<file path="src/rtl/en_burst_gen_if.sv">
// ============================================================================
//  Module   : en_burst_gen_if
//  Brief    : Control/status bundle between a sequencer and en_burst_gen.
//  Revision : 1.0 - initial release
// ============================================================================
`default_nettype none

interface en_burst_gen_if #(
    parameter int CNT_W = 16
);
    logic             start;
    logic             abort;
    logic [CNT_W-1:0] on_len;
    logic [CNT_W-1:0] off_len;
    logic [CNT_W-1:0] bursts;
    logic             en;
    logic             busy;
    logic             done;
    logic [CNT_W-1:0] burst_idx;

    modport master (
        output start, abort, on_len, off_len, bursts,
        input  en, busy, done, burst_idx
    );

    modport slave (
        input  start, abort, on_len, off_len, bursts,
        output en, busy, done, burst_idx
    );
endinterface

`default_nettype wire

</file>
<file path="src/rtl/en_burst_gen.sv">
// ============================================================================
//  Module   : en_burst_gen
//  Brief    : Programmable ON/OFF enable-burst generator with progress/done.
//  Revision : 1.0 - initial release
// ============================================================================
`default_nettype none

module en_burst_gen #(
    parameter int CNT_W = 16
) (
    input  wire logic     clk,
    input  wire logic     reset,
    en_burst_gen_if.slave bus
);

    typedef enum logic [1:0] {
        S_IDLE = 2'd0,
        S_ON   = 2'd1,
        S_OFF  = 2'd2,
        S_DONE = 2'd3
    } state_t;

    localparam logic [CNT_W-1:0] c_one = {{(CNT_W-1){1'b0}}, 1'b1};

    state_t           r_state;
    state_t           w_state_nxt;
    logic [CNT_W-1:0] r_on_len,    w_on_len_nxt;
    logic [CNT_W-1:0] r_off_len,   w_off_len_nxt;
    logic [CNT_W-1:0] r_bursts,    w_bursts_nxt;
    logic [CNT_W-1:0] r_cnt,       w_cnt_nxt;
    logic [CNT_W-1:0] r_burst_idx, w_burst_idx_nxt;
    logic             r_en;
    logic             r_busy;
    logic             r_done;

    // r_cnt holds the cycles remaining in the current phase after this one
    always_comb begin
        w_state_nxt     = r_state;
        w_on_len_nxt    = r_on_len;
        w_off_len_nxt   = r_off_len;
        w_bursts_nxt    = r_bursts;
        w_cnt_nxt       = r_cnt;
        w_burst_idx_nxt = r_burst_idx;

        case (r_state)
            S_IDLE: begin
                if (bus.start && !bus.abort) begin
                    w_on_len_nxt    = bus.on_len;
                    w_off_len_nxt   = bus.off_len;
                    w_bursts_nxt    = bus.bursts;
                    w_burst_idx_nxt = '0;
                    if (bus.on_len == '0) begin
                        w_state_nxt = S_DONE;
                    end else begin
                        w_state_nxt = S_ON;
                        w_cnt_nxt   = bus.on_len - c_one;
                    end
                end
            end

            S_ON: begin
                if (bus.abort) begin
                    w_state_nxt = S_IDLE;
                end else if (r_cnt == '0) begin
                    w_burst_idx_nxt = r_burst_idx + c_one;
                    if ((r_bursts != '0) && (w_burst_idx_nxt == r_bursts)) begin
                        w_state_nxt = S_DONE;
                    end else if (r_off_len == '0) begin
                        w_state_nxt = S_ON;
                        w_cnt_nxt   = r_on_len - c_one;
                    end else begin
                        w_state_nxt = S_OFF;
                        w_cnt_nxt   = r_off_len - c_one;
                    end
                end else begin
                    w_cnt_nxt = r_cnt - c_one;
                end
            end

            S_OFF: begin
                if (bus.abort) begin
                    w_state_nxt = S_IDLE;
                end else if (r_cnt == '0) begin
                    w_state_nxt = S_ON;
                    w_cnt_nxt   = r_on_len - c_one;
                end else begin
                    w_cnt_nxt = r_cnt - c_one;
                end
            end

            S_DONE: begin
                w_state_nxt = S_IDLE;
            end

            default: begin
                w_state_nxt = S_IDLE;
            end
        endcase
    end

    // Outputs are decoded from the next state so they line up with r_state
    always_ff @(posedge clk or negedge reset) begin
        if (!reset) begin
            r_state     <= S_IDLE;
            r_on_len    <= '0;
            r_off_len   <= '0;
            r_bursts    <= '0;
            r_cnt       <= '0;
            r_burst_idx <= '0;
            r_en        <= 1'b0;
            r_busy      <= 1'b0;
            r_done      <= 1'b0;
        end else begin
            r_state     <= w_state_nxt;
            r_on_len    <= w_on_len_nxt;
            r_off_len   <= w_off_len_nxt;
            r_bursts    <= w_bursts_nxt;
            r_cnt       <= w_cnt_nxt;
            r_burst_idx <= w_burst_idx_nxt;
            r_en        <= (w_state_nxt == S_ON);
            r_busy      <= (w_state_nxt != S_IDLE);
            r_done      <= (w_state_nxt == S_DONE);
        end
    end

    assign bus.en        = r_en;
    assign bus.busy      = r_busy;
    assign bus.done      = r_done;
    assign bus.burst_idx = r_burst_idx;

endmodule

`default_nettype wire

</file>
<file path="src/flat_wrapper.sv">
// flat-port wrapper written by rule: the top's interface ports become plain ports
module en_burst_gen_flat 
#(
    parameter int CNT_W = 16
)
  (clk, reset, bus_start, bus_abort, bus_on_len, bus_off_len, bus_bursts, bus_en, bus_busy, bus_done, bus_burst_idx);
  en_burst_gen_if #(.CNT_W(CNT_W)) bus_i ();
  input  wire logic clk;
  input  wire logic reset;
  input wire logic [$bits(bus_i.start)-1:0] bus_start;
  input wire logic [$bits(bus_i.abort)-1:0] bus_abort;
  input wire logic [$bits(bus_i.on_len)-1:0] bus_on_len;
  input wire logic [$bits(bus_i.off_len)-1:0] bus_off_len;
  input wire logic [$bits(bus_i.bursts)-1:0] bus_bursts;
  output wire logic [$bits(bus_i.en)-1:0] bus_en;
  output wire logic [$bits(bus_i.busy)-1:0] bus_busy;
  output wire logic [$bits(bus_i.done)-1:0] bus_done;
  output wire logic [$bits(bus_i.burst_idx)-1:0] bus_burst_idx;
  assign bus_i.start = bus_start;
  assign bus_i.abort = bus_abort;
  assign bus_i.on_len = bus_on_len;
  assign bus_i.off_len = bus_off_len;
  assign bus_i.bursts = bus_bursts;
  assign bus_en = bus_i.en;
  assign bus_busy = bus_i.busy;
  assign bus_done = bus_i.done;
  assign bus_burst_idx = bus_i.burst_idx;
  en_burst_gen #(.CNT_W(CNT_W)) u_core (.clk(clk), .reset(reset), .bus(bus_i));
endmodule
</file>
<file path="config.mk">
export PLATFORM = sky130hd
export DESIGN_NAME = en_burst_gen_flat
export DESIGN_NICKNAME = d
export VERILOG_FILES = /design/src/rtl/en_burst_gen_if.sv /design/src/rtl/en_burst_gen.sv /design/src/flat_wrapper.sv
export SDC_FILE = /design/constraint.sdc
export NUM_CORES = 1
export LEC_CHECK = 0
export CAP_MARGIN = 20
export CELL_PAD_IN_SITES_DETAIL_PLACEMENT = 1
export CELL_PAD_IN_SITES_GLOBAL_PLACEMENT = 1
export CORE_ASPECT_RATIO = 0.9
export CORE_MARGIN = 2
export CORE_UTILIZATION = 44
export DETAILED_ROUTE_END_ITERATION = 10
export PLACE_DENSITY = 0.91
export SYNTH_ARGS = -nofsm -noshare
export SYNTH_HDL_FRONTEND = slang
export SYNTH_SLANG_ARGS = --single-unit
</file>
<file path="constraint.sdc">
create_clock -name clk -period 3.1 [get_ports clk]
set_clock_uncertainty 0.05 [all_clocks]
set_input_delay 0.62 -clock clk [delete_from_list [all_inputs] [get_ports clk]]
set_output_delay 0.62 -clock clk [all_outputs]
set_load 0.05 [all_outputs]
</file>
# Word-level counts from Yosys, hierarchy flattened
# Cells that the tools add are included.
[totals]
reg_bits = 85
input_bits = 52
out_inout_bits = 19
word_cells = 62
[op_classes]
add_sub_neg = 5
n_eq_ne = 12
mux = 22
reduce_logical = 14
[op_table]
columns = ["operator", "count"]
rows = [
  ["$mux W16", 11],
  ["$sub A16 B1 Y16 const B", 4],
  ["$logic_not A16 Y1", 3],
  ["$pmux W16 S3", 1],
  ["$pmux W16 S2", 1],
  ["$add A16 B1 Y16 const B", 1],
  ["$eq A16 B16 Y1", 1],
  ["$mux W2", 8],
  ["$reduce_bool A16 Y1", 1],
  ["$pmux W2 S4", 1],
  ["$eq A2 B2 Y1 const B", 3],
  ["$ne A2 B2 Y1 const B", 3],
  ["$reduce_and A6 Y1", 1],
  ["$eq A2 B1 Y1 const B", 2],
  ["$ne A2 B1 Y1 const B", 2],
  ["$reduce_and A4 Y1", 1],
  ["$reduce_bool A2 Y1", 2],
  ["$ne A3 B3 Y1 const B", 1],
  ["$reduce_bool A3 Y1", 1],
  ["$logic_and A1 B1 Y1", 2],
  ["$logic_not A2 Y1", 1],
  ["$reduce_and A2 Y1", 1],
  ["$logic_not A1 Y1", 1],
]

# Depth between registers and ports, before layout
# Gate-level depths: netlist of the first run.
[logic_depth]
ltp_word = 8
ltp_mapped = 11

# Worst setup path after synthesis of the first run
# OpenSTA, ideal clock, no wires.
[synth_path]
kind = "flip-flop to flip-flop"
startpoint = "reg u_core.r_burst_idx[0] (netlist: u_core.bus.burst_idx[0])"
endpoint = "reg u_core.r_en (netlist: u_core.bus.en)"
arrival_ps = 2956
required_time_ps = 2929
setup_slack_ps = -27
path_stages_with_launch = 10
n_path_buf = 0
period_less_slack_ps = 3127
path_cell_list = "dfrtp_1 > ha_1 > nand2_1 > or3_1 > a32o_1 > a211oi_2 > nand3_1 > or4_1 > a221o_1 > nor2b_4"
[synth_via]
elab_chain_cells = 8
[synth_rtl]
columns = ["item", "line", "source"]
rows = [
  ["start: declaration", "en_burst_gen.sv:31", "logic [CNT_W-1:0] r_burst_idx, w_burst_idx_nxt;"],
  ["start signal: assignment", "en_burst_gen.sv:119", "r_burst_idx <= w_burst_idx_nxt;"],
  ["$add A16 B1 Y16", "en_burst_gen.sv:65", "w_burst_idx_nxt = r_burst_idx + c_one;"],
  ["$eq A16 B16 Y1", "en_burst_gen.sv:66", "if ((r_bursts != '0) && (w_burst_idx_nxt == r_bursts)) begin"],
  ["$logic_and A1 B1 Y1", "en_burst_gen.sv:66", ""],
  ["$mux W2", "en_burst_gen.sv:66", ""],
  ["$mux W2", "en_burst_gen.sv:64", "end else if (r_cnt == '0) begin"],
  ["$mux W2", "en_burst_gen.sv:62", "if (bus.abort) begin"],
  ["$pmux W2 S4", "en_burst_gen.sv:45", "case (r_state)"],
  ["$eq A2 B1 Y1", "en_burst_gen.sv:120", "r_en <= (w_state_nxt == S_ON);"],
  ["end signal: assignment", "en_burst_gen.sv:120", ""],
  ["end: declaration", "en_burst_gen.sv:32", "logic r_en;"],
]
# No other way between the ends.
# A chain may end at the register's enable or synchronous reset.

# Final worst setup path of the first run
[layout_path]
startpoint = "reg u_core.r_burst_idx[6] (netlist: u_core.bus.burst_idx[6])"
endpoint = "reg u_core.r_en (netlist: u_core.bus.en)"
# Same word-level chain as after synthesis.

==> results of run 1 <==
Yosys cell counts (7+ instances only):
library cell,count
mux2_2,48
nor2_1,45
inv_1,16
xor2_1,23
nand2_1,50
dfrtp_1,85
a21oi_1,19
nor4_1,17
nand4_1,11
clkbuf_1,18
buf_2,7
nand2b_1,8
xnor2_1,42
a21o_1,7
o22ai_1,10
a22o_1,11
ha_1,10
nand3_1,15
o21ai_0,33
nor3_1,32
o21ai_2,8
cells by family (layout without fill, tap and decap cells):
| logic type | Yosys count | after routing | share of synthesized area |
|---|---|---|---|
| buffers and inverters | 52 | 148 | 0.0452 |
| xor gates and xnor gates | 65 | 65 | 0.0970 |
| and+or+nand+nor | 228 | 228 | 0.214 |
| DFF | 85 | 85 | 0.362 |
| muxes | 50 | 50 | 0.0955 |
| adders and majority gates | 10 | 10 | 0.0213 |
| AOI/OAI and AO/OA | 137 | 137 | 0.165 |
critical path, stage by stage, from the launching register on:
cell and delay, ns:
dfrtp_1 0.48, nand4_1 0.36, nor4_1 0.59, xnor2_1 0.25
o21ai_0 0.19, or4_1 0.61, a221o_1 0.41, nor2b_4 0.14
sequential cells by signal, indices dropped and copies added (netlist names):
signal	cells
u_core.r_cnt	16
u_core.r_bursts	16
u_core.r_on_len	16
u_core.bus.burst_idx	16
u_core.r_state	2
u_core.r_off_len	16
u_core.bus.done	1
u_core.bus.en	1
u_core.bus.busy	1
layout by cell type, fill, tap and decap left out, types with 9 or more instances in the layout:
cell type / count
nand4_1: 11
inv_1: 16
clkdlybuf4s50_1: 66
buf_4: 45
xor2_1: 23
a21oi_1: 19
o22ai_1: 10
nor4_1: 16
nor2_1: 44
dfrtp_1: 77
nand2_1: 50
nor3_1: 32
ha_1: 9
o21ai_0: 33
nand3_1: 14
a22o_1: 11
mux2_2: 48
xnor2_1: 41
clkbuf_16: 9
metrics by stage:
step	TNS [ns]	hold slack (ns)	std cells	utilization	cell area [um^2]
final	-0.519	0.187	891	0.553	7300
after global routing	-1.27	0.218	891	0.553	7300
after CTS	0	0.215	887	0.546	7210
after detailed placement	-6.35	0.464	871	0.524	6920
after global placement	-4.61	0.453	871	0.524	6920
after floorplan	0	0.274	627	-	5870
layout make-up:
type                       instances  area, um^2
inverter                          16        60.1
timing repair buffer             116        1080
tap                              168         210
multi-input combinational        490        3540
clock inverter                     5        36.3
clock buffer                      11         243
sequential                        85        2140
fill                            1528        5910
power by group through the flow:
stage          combinational [mW]  clock (mW)  sequential (mW)
3_5_place_dp                 3.31           0             2.24
6_report                     3.65        1.08             2.29
2_1_floorplan                2.27           0             2.13
3_3_place_gp                 3.12           0             2.17
5_1_grt                      3.86        1.12             2.34
4_1_cts                      3.41        1.06             2.24
final timing paths:
path | start | endpoint | depth (start not counted) | slack, ns
min in group clk | u_core.r_cnt[15]$_DFFE_PN0P_ | u_core.r_cnt[15]$_DFFE_PN0P_ | 2 | 0.48
hold reg to reg | u_core.r_cnt[15]$_DFFE_PN0P_ | u_core.r_cnt[15]$_DFFE_PN0P_ | 2 | 0.48
setup reg to reg | u_core.bus.burst_idx[6]$_DFFE_PN0P_ | u_core.bus.en$_DFF_PN0_ | 7 | -0.10
setup / recovery | u_core.bus.burst_idx[6]$_DFFE_PN0P_ | u_core.bus.en$_DFF_PN0_ | 7 | -0.10
hold / removal | reset | u_core.bus.burst_idx[0]$_DFFE_PN0P_ | 1 | 0.19
max in group asynchronous | reset | u_core.bus.burst_idx[1]$_DFFE_PN0P_ | 2 | 2.14
per-layer routing:
metal	up-vias	part of all wire
met1	2975	0.41
li1	2488	-
met5	-	0
met3	87	0.078
met4	0	0.041
met2	328	0.47
repair_timing:
action,in CTS,in global routing
pin swaps,2,8
endpoints found under the hold margin,0,0
setup endpoints to repair,4,19
hold buffers,0,0
buffers inserted,0,4
gates resized for setup,2,21
==> reports/results.ini, run 1 <==
[outcome]
status = complete, but fails checks
violations = setup timing

[synthesis]
synth_edf_count = 0
syn_area_um2 = 5870
ys.flop_type = dfrtp_1
synth.area.top_cells = dfrtp_1 (36%), mux2_2 (9.2%), xnor2_1 (6.3%), xor2_1 (3.4%), nand2_1 (3.2%)
synthesis.nets = 689
async_reset_ff_frac = 1.00
ys_types = 78
synth_area_per_cell_um2 = 9.37
synth.yosys.seq_area_share = 0.362
synth_seq_cells = 85
syn_inst = 627
yosys.area.top_type_share = 0.362
yosysTopAreaCell = dfrtp_1
yosysWarnings = 0

[sta]
slew_headroom = 0.529
hold_viol = 0
fin_crit_ns = 3.20
worst_pin_slew_ns = 0.700
min_period_over_period = 1.03
finalWorstSetupSlack_ns = -0.100
drv_slew = 0
fmax_mhz = 312
finalSetupViolCount = 10

[routing]
wirelength_um = 22600
route.detailed.drc = 0
drtIter0Drc = 594
vias_per_cell = 6.60
dr.pass1.iters = 5
ant_nets = 0
vias = 5878
avgRoutedWirePerCell_um = 25.3

[power]
total_power_mw = 7.01
p_leak_nw = 2.90
power.switching_mw = 3.37
p_seq_frac = 0.327
pwr-share-clk = 0.153
power_frac_comb = 0.520
powerDensity_nw_per_um2 = 961
p_int_mw = 3.64
switching_share = 0.481
vdd_drop_max_mv = 0.418

[final_layout]
final_net_count = 780
drive_above_1_share = 0.213
areaGrowthSynthToFinish_pct = 24.3
num_antenna_cells = 0

[clocking]
root_buffer = clkbuf_16
cts.sink_count = 85
cts_tree = built
htree_num_levels = 3
cts_max_path_buffers = 2
clock_latency_ns = 0.36
cts_buffers = 9
path_clk_slew_ns = 0.07

[worst_hold_path]
hp-class = input port to asynchronous set/reset pin

[worst_setup_path]
path_max_fanout = 7
cp-end-kind = flip-flop
startpoint_type = flip-flop
criticalPathCategory = flip-flop to flip-flop
arrival_ns = 3.40
required_ns = 3.30

[die]
fp.dieH_um = 114
rows = 40
start_util = 0.444
die_width_um = 126
core_um2 = 13200
io_pins = 71
dieArea_um2 = 14300

[placed_design]
dp_slack_ns = -0.408
io_buffers = 70
gp_congestion = 0.947
dpl.hpwl_um = 14500

[global_route]
grt_use_total = 0.290
gr-max-usage-layer = met2
grt_first_pass_wirelength_um = 32800
met3_usage = 0.0502
antenna_found_initial = 0
grt_use_met1 = 0.386
grt_max_degree = 52
grt_pass1_vias = 5968
grt_overflow_total = 0
met2_usage = 0.478

[run]
maxCapViolCount = 0

Power figures use the tool's default switching activity.
==> run 2: changes to the inputs <==
CTS_CLUSTER_SIZE = 20   (was default)
SLEW_MARGIN = 0   (was default)
==> results of run 2 <==
No change in the layout: final DEF, timing and power equal those of run 1.
==> run 3: changes to the inputs <==
--- a/constraint.sdc
+++ b/constraint.sdc
@@ -3,3 +3,3 @@
 set_input_delay 0.62 -clock clk [delete_from_list [all_inputs] [get_ports clk]]
 set_output_delay 0.62 -clock clk [all_outputs]
-set_load 0.05 [all_outputs]
+set_load 0.005 [all_outputs]
==> run 3 against run 2 <==
Effect of this change: the run now ends clean; die area did not move; cell count fell by 0.45%; flip-flop and latch count did not move.
==> reports/results.ini, run 3 (same netlist as run 1, synthesis figures left out) <==
[outcome]
status = complete, no violations

[final_layout]
final_common_cell = dfrtp_1
final_net_count = 777
num_antenna_cells = 0
layout_common_cells = dfrtp_1 (81), clkdlybuf4s50_1 (65), nand2_1 (50)
drive_above_1_share = 0.195
areaGrowthSynthToFinish_pct = 23.2
fillers = 1515

[power]
pwr-share-clk = 0.153
p_seq_frac = 0.340
power_frac_comb = 0.507
power.switching_mw = 2.97
powerDensity_nw_per_um2 = 912
total_power_mw = 6.60
p_leak_nw = 2.90
switching_share = 0.449
p_int_mw = 3.63
vdd_drop_max_mv = 0.392

[sta]
fmax_mhz = 335
whs_ns = 0.206
worst_pin_slew_ns = 0.568
drv_slew = 0
final.setup.tns_ns = 0
fin_crit_ns = 2.98
min_period_over_period = 0.962
hold_viol = 0
slew_headroom = 0.621
finalSetupViolCount = 0

[die]
dieArea_um2 = 14300
fp.dieH_um = 114
core_um2 = 13200
start_util = 0.444
rows = 40
die_width_um = 126
io_pins = 71

[routing]
dr.pass1.iters = 5
vias_per_cell = 6.25
avgRoutedWirePerCell_um = 21.6
wirelength_um = 19100
route.detailed.drc = 0
drtIter0Drc = 380
ant_nets = 0
vias = 5545

[clocking]
cts_tree = built
cts_buffers = 9
root_buffer = clkbuf_16
cts.sink_count = 85
cts_max_path_buffers = 2
postCtsHoldBufs = 0
clock_latency_ns = 0.35
path_clk_slew_ns = 0.06
htree_num_levels = 3

[worst_setup_path]
arrival_ns = 3.16
criticalPathCategory = flip-flop to flip-flop
cp-end-kind = flip-flop
required_ns = 3.28
path_max_fanout = 7
r2r_slack_ns = 0.12
startpoint_type = flip-flop

[global_route]
grt_overflow_total = 0
grt_use_total = 0.271
grt_max_degree = 86
antenna_found_initial = 0
grt_first_pass_wirelength_um = 30800
grt_pass1_vias = 5622

[placed_design]
gp_congestion = 0.924
dpl.hpwl_um = 14400
io_buffers = 70

[run]
maxCapViolCount = 0

[worst_hold_path]
hp-class = input port to asynchronous set/reset pin

[run 3: timing repair]
item / CTS / global route
setup buffers: 1 / 1
pin swaps: 2 / 5
hold endpoints to repair: 0 / 0
gates resized for setup: 3 / 13
setup endpoints to repair: 17 / 18
[run 3: final cells by class]
class	count	area, um^2	area share
flip-flops and latches	85	2130	0.295
multi-input cells	490	3510	0.486
clock inverters	2	10.0	0.00138
well taps	168	210	0.0291
inverters	16	60.1	0.00830
repair buffers	113	1060	0.146
clock buffers	13	250	0.0346
[run 3: layer usage]
| layer | vias to the layer above | wire length, um | GRT usage |
|---|---|---|---|
| li1 | 2478 | - | - |
| met1 | 2853 | 8570 | 0.376 |
| met2 | 172 | 8940 | 0.431 |
| met3 | 42 | 1190 | 0.0492 |
| met4 | 0 | 454 | 0.0938 |
| met5 | - | 0 | 0 |
[run 3: final timing paths]
kind                                                startpoint                             endpoint  cells past startpoint
setup / recovery           u_core.bus.burst_idx[7]$_DFFE_PN0P_              u_core.bus.en$_DFF_PN0_                      7
max in group asynchronous                                reset  u_core.bus.burst_idx[9]$_DFFE_PN0P_                      2
hold / removal                                           reset  u_core.bus.burst_idx[0]$_DFFE_PN0P_                      1
setup reg to reg           u_core.bus.burst_idx[7]$_DFFE_PN0P_              u_core.bus.en$_DFF_PN0_                      7
hold reg to reg                 u_core.r_on_len[6]$_DFFE_PN0P_       u_core.r_on_len[6]$_DFFE_PN0P_                      1
min in group clk                u_core.r_on_len[6]$_DFFE_PN0P_       u_core.r_on_len[6]$_DFFE_PN0P_                      1
[run 3: power groups by stage]
| stage | Sequential (mW) | Combinational [mW] | Clock, mW |
|---|---|---|---|
| 2_1_floorplan | 2.01 | 2.27 | 0 |
| 3_3_place_gp | 2.15 | 3.02 | 0 |
| 3_5_place_dp | 2.23 | 3.22 | 0 |
| 4_1_cts | 2.21 | 3.29 | 1.02 |
| 5_1_grt | 2.29 | 3.61 | 1.07 |
| 6_report | 2.24 | 3.34 | 1.01 |
[run 3: per-stage QoR]
step | util | area, um^2 | instances | setup slack [ns]
floorplan | - | 5870 | 627 | 0.213
global placement | 0.522 | 6890 | 869 | -0.352
detailed placement | 0.522 | 6890 | 869 | -0.405
CTS | 0.543 | 7170 | 885 | 0.0206
global route | 0.547 | 7230 | 887 | -0.000172
finish | 0.547 | 7230 | 887 | 0.117
[run 3: critical path, cell delays in order, from the launching register on]
cell and delay [ns]:
dfrtp_1 0.50, nand4_1 0.31, nor4_1 0.49, xnor2_1 0.21, o21ai_0 0.19, or4_1 0.56, a221o_1 0.40, nor2b_4 0.15
==> RTL edit 1, RTL diff (flow settings as in run 2) <==
Re-encode `state_t` (4 states) as Gray code, 2 bits wide.
--- a/src/rtl/en_burst_gen.sv
+++ b/src/rtl/en_burst_gen.sv
@@ -16,6 +16,6 @@
     typedef enum logic [1:0] {
-        S_IDLE = 2'd0,
-        S_ON   = 2'd1,
-        S_OFF  = 2'd2,
-        S_DONE = 2'd3
+        S_IDLE = 2'b00,
+        S_ON   = 2'b01,
+        S_OFF  = 2'b11,
+        S_DONE = 2'b10
     } state_t;
Function: no difference found for any inputs over 10 cycles, from zero or initial values and one cycle with reset low; not proved beyond that.
==> RTL edit 1 against run 2 <==
Worst hold slack worse by 0.00073 ns. Area after synthesis down 1.7%. Sequential share of layout area down 0.50 points. Worst setup slack better by 0.13 ns. Cell area up 1.4%. Routed wire length down 0.12%. Sequential cell count unchanged. Count of clock-buffer cells in the layout down 2. Highest routed layer unchanged.
Power is not compared: it rests on default switching activity, and its combinational part moved more than twofold at a synthesized area within 25%.
==> RTL edit 1: results (changes against run 2) <==
metric;value;unit;change
status;finished, final reports clean;;
Min-Delay Path Class;input pin to asynchronous set/reset pin;;
first-pass GRT wire length;34600;um;+5.4%
Nets;784;;+0.51%
post-place setup slack;-0.455;ns;-0.0473 ns
routability cong.;0.979;;+3.4%
most frequent cells after synthesis;dfrtp_1 (85), nor2_1 (52), mux2_2 (49), nand2_1 (43), o21ai_0 (42);;
RR Startpoint;u_core.bus.burst_idx[1];;
initial DRC count;462;;-22%
post-synthesis sequential area ratio;36.9;%;+0.63 points
met1 Use GR;40.1;%;+1.4 points
Final Power;4.30;mW;
vias in the first global route;5981;;+0.22%
fmax;326;MHz;+4.3%
drt total wl;22500;um;-0.12%
Pleak;3.00;nW;
Post-Place Cells;877;;+0.69%
Routed WL per cell;25.2;um;-0.46%
synth unique cells;63;;-19%
met2 GRT Util;52.6;%;+4.7 points
share of layout cells above drive strength 1;22.3;%;+1.0 points
Worst R2R Setup Slack;0.03;ns;+0.13 ns
syn_nets;675;;-2.0%
R2R Path End;u_core.r_cnt[11];;
dominant cells by area after synthesis;dfrtp_1 (37%), mux2_2 (9.6%), xnor2_1 (5.0%);;
Vias;5764;;-1.9%
Clock Power;1.22;mW;
Worst-Margin Slew;0.784;ns;+0.0844 ns
Max FO, Critical Path;11;;+4
Hold WS;0.186;ns;-0.000725 ns
largest net degree at the start of global routing;48;;-7.7%
synthesized netlist cell count;616;;-1.8%
GRT met3 Usage;7.20;%;+2.2 points
DP HPWL;15600;um;+7.2%
Num CTS Buffers;9;;unchanged
==> RTL edit 1: cell count changes in the layout (fill, tap and decap cells not counted), sizes merged, moves of 7 or more <==
cell    change
xor2        +7
nor3       -13
o22ai       -7
o221ai      -7
mux2i      +15
nor2        +7
a21oi       +8
a22o       -10
xnor2       -9
buf        +13
nand3       -7
==> RTL edit 1: logic make-up (layout without fill, tap and decap cells) <==
group,after synthesis,in the layout,share of synthesized area [%]
AO/OA/AOI/OAI,128,128,14.0
buffers and inverters,46,160,3.32
multiplexers,68,68,13.0
flip-flops,85,85,36.9
XOR/XNOR,63,63,9.56
adder cells (fa/ha/maj),7,7,1.52
AND/OR/NAND/NOR,219,219,21.8
==> RTL edit 1: critical path: stages, from the launching register on <==
cell and delay [ns]:
dfrtp_2 0.44, ha_2 0.25, nand3_1 0.16, buf_4 0.22, o21ai_1 0.21, nand4bb_1 0.18, nor4_2 0.34, nand4_1 0.19
buf_4 0.23, o21ai_4 0.17, inv_2 0.15, mux2_4 0.35
==> RTL edit 1: area by class of cell <==
class,count,area [um^2]
Multi-Input combinational cell,485,3520
Inverter,15,56.3
Clock buffer,9,225
Tap cell,164,205
Timing Repair Buffer,129,1170
Clock inverter,7,97.6
Fill cell,1395,5330
Sequential cell,85,2130
==> RTL edit 1: what timing repair did <==
item                       CTS  global route
pin swaps                    2             5
gates resized for setup      5            16
setup endpoints to repair   10            16
hold buffers                 0             0
buffers inserted             0             1
==> RTL edit 1: layer usage <==
layer  wire length [um]  vias to the layer above  share of wire, %
met3               1560                       88               6.9
met5                  0                        -                 0
li1                   -                     2488                 -
met2              10700                      298                48
met4                959                        0               4.3
met1               9260                     2890                41
==> RTL edit 2, RTL diff (config.mk and constraints of run 2) <==
Without the edit above. `CNT_W` is set to 16 in 3 places; all go to 14.
--- a/src/rtl/en_burst_gen_if.sv
+++ b/src/rtl/en_burst_gen_if.sv
@@ -8,3 +8,3 @@
 interface en_burst_gen_if #(
-    parameter int CNT_W = 16
+    parameter int CNT_W = 14
 );
--- a/src/rtl/en_burst_gen.sv
+++ b/src/rtl/en_burst_gen.sv
@@ -8,3 +8,3 @@
 module en_burst_gen #(
-    parameter int CNT_W = 16
+    parameter int CNT_W = 14
 ) (
--- a/src/flat_wrapper.sv
+++ b/src/flat_wrapper.sv
@@ -3,3 +3,3 @@
 #(
-    parameter int CNT_W = 16
+    parameter int CNT_W = 14
 )
Ports: changed (resized bus_burst_idx, bus_bursts, bus_off_len and bus_on_len); port bits go from 71 to 63. The function was not compared with the original's and may differ.
==> RTL edit 2 against run 2 <==
Die area down 12%. Area after synthesis shrank 12%. Cell area fell by 13%. Core utilization increased by 0.20 points. Total power decreased by 18%. Combinational power down 26%. Routed wire length is 24% lower. Global-route usage is 0.88 points lower. Via count down 14%. Critical path depth increased by 3. Sequential cell count down 10. Worst setup slack improved by 0.31 ns.
==> RTL edit 2: results (changes against run 2) <==
metric;value;unit;change
most frequent cells after synthesis;dfrtp_1 (75), nand2_1 (46), nor2_1 (43), mux2_2 (37), o21ai_0 (35);;
status;finished, final reports clean;;
CP arrival;3.11;ns;-0.29 ns
DP HPWL;12600;um;-13%
initial DRC count;476;;-20%
drt total wl;17200;um;-24%
Finished Layout Cells;804;;-9.8%
Reg2Reg Depth;10;;+3
Worst R2R Setup Slack;0.21;ns;+0.31 ns
Cell Area, Placed;6030;um^2;-13%
synth unique cells;69;;-12%
Vias;5053;;-14%
RR Startpoint;u_core.r_off_len[0];;
CP max stage cell;dfrtp_1;;
post-synthesis sequential area ratio;36.4;%;+0.17 points
routability cong.;0.921;;-2.7%
Pleak;2.49;nW;-14%
total clock sinks;75;;-12%
total global-route track usage;28.1;%;-0.88 points
R2R Path End;u_core.bus.done;;
dominant cells by area after synthesis;dfrtp_1 (36%), mux2_2 (8.1%), xnor2_1 (4.4%);;
largest net degree at the start of global routing;76;;+46%
Max VDD drop;0.492;mV;+18%
Max transition margin;34.4;%;-19 points
sequential power share;34.2;%;+1.5 points
syn_nets;632;;-8.3%
Max FO, Critical Path;8;;+1
post-place setup slack;-0.0581;ns;+0.350 ns
Nets;697;;-11%
Hold WS;0.364;ns;+0.178 ns
synthesized netlist cell count;578;;-7.8%
first-pass GRT wire length;27800;um;-15%
-- RTL edit 2: per-layer routing --
| layer | routed length (um) | part of all wire [%] | track usage [%] |
|---|---|---|---|
| met5 | 0 | 0 | 0 |
| met4 | 379 | 2.2 | 9.47 |
| met3 | 1150 | 6.7 | 5.64 |
| met2 | 8220 | 48 | 46.2 |
| met1 | 7480 | 43 | 37.3 |
-- RTL edit 2: cells by family (layout without fill, tap and decap cells) --
| group | after synthesis | in the layout | share of synthesized area (%) |
|---|---|---|---|
| and+or+nand+nor | 213 | 213 | 22.8 |
| AOI/OAI and AO/OA | 144 | 144 | 18.6 |
| DFF | 75 | 75 | 36.4 |
| buffers and inverters | 55 | 125 | 4.39 |
| xor gates and xnor gates | 44 | 44 | 7.47 |
| muxes | 39 | 39 | 8.47 |
| adders and majority gates | 8 | 8 | 1.94 |
-- RTL edit 2: area by class of cell --
cell class | count | area, um^2 | share of cell area (%)
repair buffers | 87 | 818 | 12.9
well taps | 156 | 195 | 3.08
multi-input cells | 448 | 3070 | 48.4
flip-flops and latches | 75 | 1880 | 29.6
inverters | 22 | 82.6 | 1.30
clock inverters | 7 | 75.1 | 1.18
clock buffers | 9 | 225 | 3.55
-- RTL edit 2: worst max path at each step --
stage                             from              end  slack [ns]  cells after the start
4_1_cts                u_core.r_cnt[0]  u_core.r_cnt[6]        0.23                     10
5_1_grt        u_core.bus.burst_idx[0]  u_core.r_cnt[0]        0.04                      9
3_3_place_gp             bus_on_len[9]  u_core.r_cnt[2]        0.07                      8
2_1_floorplan  u_core.bus.burst_idx[0]  u_core.r_cnt[2]        0.33                      8
6_report           u_core.r_off_len[0]  u_core.bus.done        0.21                     10
3_5_place_dp             bus_on_len[9]  u_core.r_cnt[0]       -0.06                      9
